## src/rtl/score_text_renderer.sv

```systemverilog
// score_text_renderer: BCD score counter plus a two-stage glyph renderer that
// paints the score as magnified 8x8 digits into a fixed HUD field.
module score_text_renderer #(
  parameter int X0         = 16,
  parameter int Y0         = 16,
  parameter int DIGITS     = 4,
  parameter int SCALE_LOG2 = 1
) (
  input  logic                  clk,
  input  logic                  reset,
  input  logic                  pix_tick,
  input  logic [9:0]            x,
  input  logic [9:0]            y,
  input  logic                  video_on,
  input  logic                  score_inc,
  input  logic                  score_clr,
  output logic [3:0]            glyph_char,
  output logic [2:0]            glyph_row,
  input  logic [7:0]            glyph_pixels,
  output logic                  text_on,
  output logic [4*DIGITS-1:0]   score_bcd,
  output logic                  overflow
);

  localparam int CW      = 8 << SCALE_LOG2;
  localparam int CH      = 8 << SCALE_LOG2;
  localparam int FIELD_W = DIGITS * CW;

  // Field bounds widened to 11 bits so X0+width never wraps a 10-bit compare.
  localparam logic [10:0] XL = 11'(X0);
  localparam logic [10:0] XH = 11'(X0 + FIELD_W);
  localparam logic [10:0] YL = 11'(Y0);
  localparam logic [10:0] YH = 11'(Y0 + CH);

  // ---------------------------------------------------------------------------
  // Score counter
  // ---------------------------------------------------------------------------
  logic [DIGITS-1:0][3:0] score_q, score_d;
  logic                   ovf_q, ovf_d;
  logic                   all_nines;
  logic                   carry;

  // Next score: clear wins, otherwise BCD ripple increment saturating at all-9s.
  always_comb begin
    score_d   = score_q;
    ovf_d     = ovf_q;
    all_nines = 1'b1;
    carry     = 1'b0;
    for (int unsigned i = 0; i < DIGITS; i++) begin
      if (score_q[i] != 4'd9) all_nines = 1'b0;
    end
    if (score_clr) begin
      score_d = '0;
      ovf_d   = 1'b0;
    end else if (score_inc) begin
      if (all_nines) begin
        ovf_d = 1'b1;
      end else begin
        carry = 1'b1;
        for (int unsigned i = 0; i < DIGITS; i++) begin
          if (carry) begin
            if (score_q[i] == 4'd9) begin
              score_d[i] = 4'd0;
            end else begin
              score_d[i] = score_q[i] + 4'd1;
              carry      = 1'b0;
            end
          end
        end
      end
    end
  end

  // Score register, updated every clock regardless of pix_tick.
  always_ff @(posedge clk) begin
    if (reset) begin
      score_q <= '0;
      ovf_q   <= 1'b0;
    end else begin
      score_q <= score_d;
      ovf_q   <= ovf_d;
    end
  end

  assign score_bcd = score_q;
  assign overflow  = ovf_q;

  // ---------------------------------------------------------------------------
  // Field geometry and digit selection
  // ---------------------------------------------------------------------------
  logic [10:0]       xe, ye;
  logic              in_field;
  logic [9:0]        rx, ry;
  logic [9:0]        slot;
  logic [2:0]        col, row;
  logic [DIGITS-1:0] lead_zero;
  logic [3:0]        slot_digit;
  logic              blank;
  logic              zero_run;

  assign xe       = {1'b0, x};
  assign ye       = {1'b0, y};
  assign in_field = video_on && (xe >= XL) && (xe < XH) && (ye >= YL) && (ye < YH);
  assign rx       = x - 10'(X0);
  assign ry       = y - 10'(Y0);
  assign slot     = rx >> (3 + SCALE_LOG2);
  assign col      = 3'(rx >> SCALE_LOG2);
  assign row      = 3'(ry >> SCALE_LOG2);

  // lead_zero[i] is set when digit i and every more significant digit are zero.
  always_comb begin
    lead_zero = '0;
    zero_run  = 1'b1;
    for (int unsigned i = 0; i < DIGITS; i++) begin
      zero_run = zero_run && (score_q[DIGITS-1-i] == 4'd0);
      lead_zero[DIGITS-1-i] = zero_run;
    end
  end

  // Map screen slot to digit (slot 0 = most significant); LS digit never blanks.
  always_comb begin
    slot_digit = 4'd0;
    blank      = 1'b0;
    for (int unsigned i = 0; i < DIGITS; i++) begin
      if (slot == 10'(DIGITS - 1 - i)) begin
        slot_digit = score_q[i];
        blank      = (i != 0) && lead_zero[i];
      end
    end
  end

  // ---------------------------------------------------------------------------
  // Render pipeline
  // ---------------------------------------------------------------------------
  logic [2:0] col_q;
  logic       vis_q;
  logic       text_q;

  // Stage 1: present glyph code/row to the ROM and remember column/visibility.
  always_ff @(posedge clk) begin
    if (reset) begin
      glyph_char <= '0;
      glyph_row  <= '0;
      col_q      <= '0;
      vis_q      <= 1'b0;
    end else if (pix_tick) begin
      glyph_char <= in_field ? slot_digit : 4'd0;
      glyph_row  <= in_field ? row : 3'd0;
      col_q      <= col;
      vis_q      <= in_field && !blank;
    end
  end

  // Stage 2: pick the addressed bit from the ROM row (bit 7 is leftmost).
  always_ff @(posedge clk) begin
    if (reset) begin
      text_q <= 1'b0;
    end else if (pix_tick) begin
      text_q <= vis_q & glyph_pixels[3'd7 - col_q];
    end
  end

  assign text_on = text_q;

endmodule

```

## config.mk

```make
export PLATFORM = sky130hd
export DESIGN_NAME = score_text_renderer
export DESIGN_NICKNAME = d
export VERILOG_FILES = /design/src/rtl/score_text_renderer.sv
export SDC_FILE = /design/constraint.sdc
export NUM_CORES = 1
export LEC_CHECK = 0
export BUFFER_PORTS_ARGS = -buffer_cell sky130_fd_sc_hd__buf_2
export CAP_MARGIN = 25
export CELL_PAD_IN_SITES_DETAIL_PLACEMENT = 1
export CELL_PAD_IN_SITES_GLOBAL_PLACEMENT = 2
export CORE_MARGIN = 1.5
export CORE_UTILIZATION = 28
export CTS_BUF_LIST = sky130_fd_sc_hd__clkbuf_2 sky130_fd_sc_hd__clkbuf_4 sky130_fd_sc_hd__clkbuf_8
export DETAILED_ROUTE_END_ITERATION = 7
export PLACE_DENSITY_LB_ADDON = 0.1
export SETUP_SLACK_MARGIN = 0.1
export SLEW_MARGIN = 5
export SYNTH_ARGS = -nofsm -noshare
export SYNTH_HDL_FRONTEND = slang
export SYNTH_SLANG_ARGS = --single-unit
```

## constraint.sdc

```tcl
create_clock -name clk -period 2.1 [get_ports clk]
set_input_delay 0 -clock clk [delete_from_list [all_inputs] [get_ports clk]]
set_output_delay 0 -clock clk [all_outputs]
set_load 0.01 [all_outputs]
```

==> out/results.tsv <==
stage	metric	value	unit
outcome	outcome	finished, final reports clean	
clocking	clock_sinks	29	
floorplanning	chipWidth	78.7	um
finish	final_util	39.6	%
synth	synth_compound_area_share	18.6	%
clocking	cts_setup_buffers	0	
place	gp_congestion	0.718	
setup_path	cp.arrival	1.94	ns
synth	yosys_warnings	0	
floorplanning	initial_core_util	29.1	%
setup_path	path_class	register to register	
synth	synth_top_area_share	36.2	%
job	drv_cap	0	
setup_path	worst_setup_path_start_kind	register	
synth	postSynthCellCount	190	
power	p_leak	0.936	nW
clocking	root_buffer	clkbuf_8	
finish	nNetsFinal	296	
detailed_routing	remaining_drc_errors	0	
clocking	path_clk_slew	0.06	ns
finish	n_fill_cell	688	
grt	antenna_found_initial	0	
synth	synth_area	1600	um^2
floorplanning	die_y	78.7	um
timing	setup_viol	0	
floorplanning	fp.dieArea	6190	um^2
setup_path	critical_path.endpoint_type	register	
setup_path	required	2.25	ns
synth	yosys.area.top_type	dfxtp_1	
timing	fin_skew	0.00552	ns
place	place_ws	0.326	ns
timing	slew_violations	0	
synth	yosys.area_share.simple	34.3	%
finish	syn_to_final_growth	35.9	%
timing	period_share	85.3	%
synth	synth-async-reset-ratio	0	%
grt	first_global_vias	1769	
floorplanning	core-area	5510	um^2
detailed_routing	wire_per_inst	15.7	um
timing	setup_ws	0.309	ns
synth	synth_top_family_by_area	simple AND/OR/NAND/NOR gates	
finish	final_cell_mix	buf_2 (56), dfxtp_1 (29), nor2_1 (20)	
synth	synth_nets	224	
clocking	cts_tree	built	
grt	grtUsageTotal	18.4	%
place	io_buffers	56	
detailed_routing	drt_wl_total	5.24	mm
synth	synthDistinctLibCells	48	
setup_path	cp_slowest_cell	dfxtp_1	
detailed_routing	dr.pass1.iters	4	
clocking	cts_resized	0	
detailed_routing	drtIter0Drc	46	
finish	drive_gt1_share	32.3	%
finish	antenna_cells	0	
clocking	numCtsBuffers	5	
grt	overflow	0	
timing	worstMarginPinSlew	0.381	ns
power	ir_worst_vdd	0.000187	V
floorplanning	std_cell_rows	27	
setup_path	crit_chain	nor3b_4 > nand4_1 > o311ai_0 > o41ai_1	
synth	synth_fa_ha_area_share	0	%
grt	grt_pass1_wl	8.94	mm
clocking	htreeDepth	2	
setup_path	worstPathMaxFanout	8	
timing	fmax	558	MHz
setup_path	cpPeakStageDelay	0.44	ns
floorplanning	num_io_pins	59	
detailed_routing	final_antenna_net_count	0	
hold_path	min_path_type	input port to register	
timing	layout_min_cycle_time	1.79	ns
synth	yosys_register_bits	29	
grt	grt_start_max_net_pins	15	
synth	synth-edff-count	0	
synth	avgSynthCellArea	8.44	um^2
detailed_routing	num_vias	1716	
detailed_routing	routed_via_density	5.12	
synth	synth_mux_area_share	5.85	%
clocking	clockBufferDepth	2	
synth	yosys-top-cells-area	dfxtp_1 (36%), nor2_1 (4.7%), o21ai_0 (4.4%), a21oi_1 (4.1%), mux2i_1 (3.7%)	
synth	synth_flop_cell	dfxtp_1	
clocking	hold_buffers	6	
power	p_per_area	527	nW/um^2
timing	timing.slew.headroom	74.4	%
synth	yosysSeqAreaShare	36.2	%
timing	rsz0062_at_grt	no	
clocking	clkLatencyLatePin	0.28	ns
timing	hold_viol_final	0	
timing	fin_tns_setup	0	ns
finish	final_common_cell	buf_2	
synth	synth_xor_area_share	1.64	%
place	dp_hpwl	3.93	mm
[registers in the layout (all words and copies together) (netlist names)]
signal and cells:
glyph_row 3, score_bcd 16, glyph_char 4, overflow 1, text_on 1, vis_q 1
col_q 3
[power breakdown]
part           switching, W  internal (W)
registers        0.00000569      0.000555
clock network      0.000208      0.000274
logic             0.0000504     0.0000544
total              0.000264      0.000883
[cell families after synthesis]
kind of cell | count (synthesis)
compound gates | 46
xor+xnor | 3
buf+inv | 12
flops | 29
mux | 8
simple gates | 92
[final cells by class]
type	instances	area (um^2)	share of cell area, %
clock buffer	8	91.3	4.19
inverter	1	3.75	0.172
multi-input combinational	149	967	44.4
sequential	29	581	26.7
tap	72	90.1	4.14
timing repair buffer	76	445	20.4
[layer usage]
metal	vias up	share of wire [%]	track usage, %
li1	850	-	-
met1	813	47	23.9
met2	47	46	30.6
met3	6	5.7	3.49
met4	0	1.1	5.54
met5	-	0	0
[metrics by stage]
step	hold slack [ns]	instance area (um^2)	cells	power, W
CTS	0.0209	2180	335	0.00117
finish	0.0275	2180	335	0.00115
floorplan	0.139	1600	190	0.000622
global placement	0.230	2030	321	0.000669
detailed placement	0.241	2030	321	0.000670
global route	0.0311	2180	335	0.00120
[worst paths after layout]
check / start / to / slack, ns / cells past startpoint
max: score_bcd[3]$_SDFFE_PP0P_ / score_bcd[12]$_SDFFE_PP0P_ / 0.31 / 4
min: reset / text_on$_SDFFE_PP0P_ / 0.03 / 2
max reg2reg: score_bcd[3]$_SDFFE_PP0P_ / score_bcd[12]$_SDFFE_PP0P_ / 0.31 / 4
min reg2reg: glyph_char[0]$_SDFFE_PP0P_ / glyph_char[0]$_SDFFE_PP0P_ / 0.45 / 2
[Yosys cell counts (2+ instances only)]
| master | n |
|---|---|
| a21oi_1 | 13 |
| or3_1 | 3 |
| nor4bb_1 | 5 |
| nand2b_1 | 7 |
| buf_2 | 2 |
| and4_1 | 2 |
| o31ai_1 | 3 |
| nand4_1 | 3 |
| nor2b_1 | 7 |
| nand3_1 | 3 |
| nor2_1 | 20 |
| nand3b_1 | 2 |
| nor4_1 | 4 |
| nor3_1 | 3 |
| a221o_1 | 4 |
| a31oi_1 | 3 |
| xor2_1 | 2 |
| and4bb_1 | 2 |
| dfxtp_1 | 29 |
| or4_1 | 2 |
| o21ai_0 | 14 |
| nand2_1 | 16 |
| and2b_1 | 2 |
| mux2i_1 | 6 |
| and3_1 | 3 |
| clkbuf_1 | 8 |
[worst max-delay path, delay by kind of cell (launching register included)]
family | cells | cell delay, ns
flip-flops | 1 | 0.44
AO/OA/AOI/OAI | 2 | 0.53
AND/OR/NAND/NOR | 2 | 0.69
Note: power is estimated with default switching activity, not from simulation.
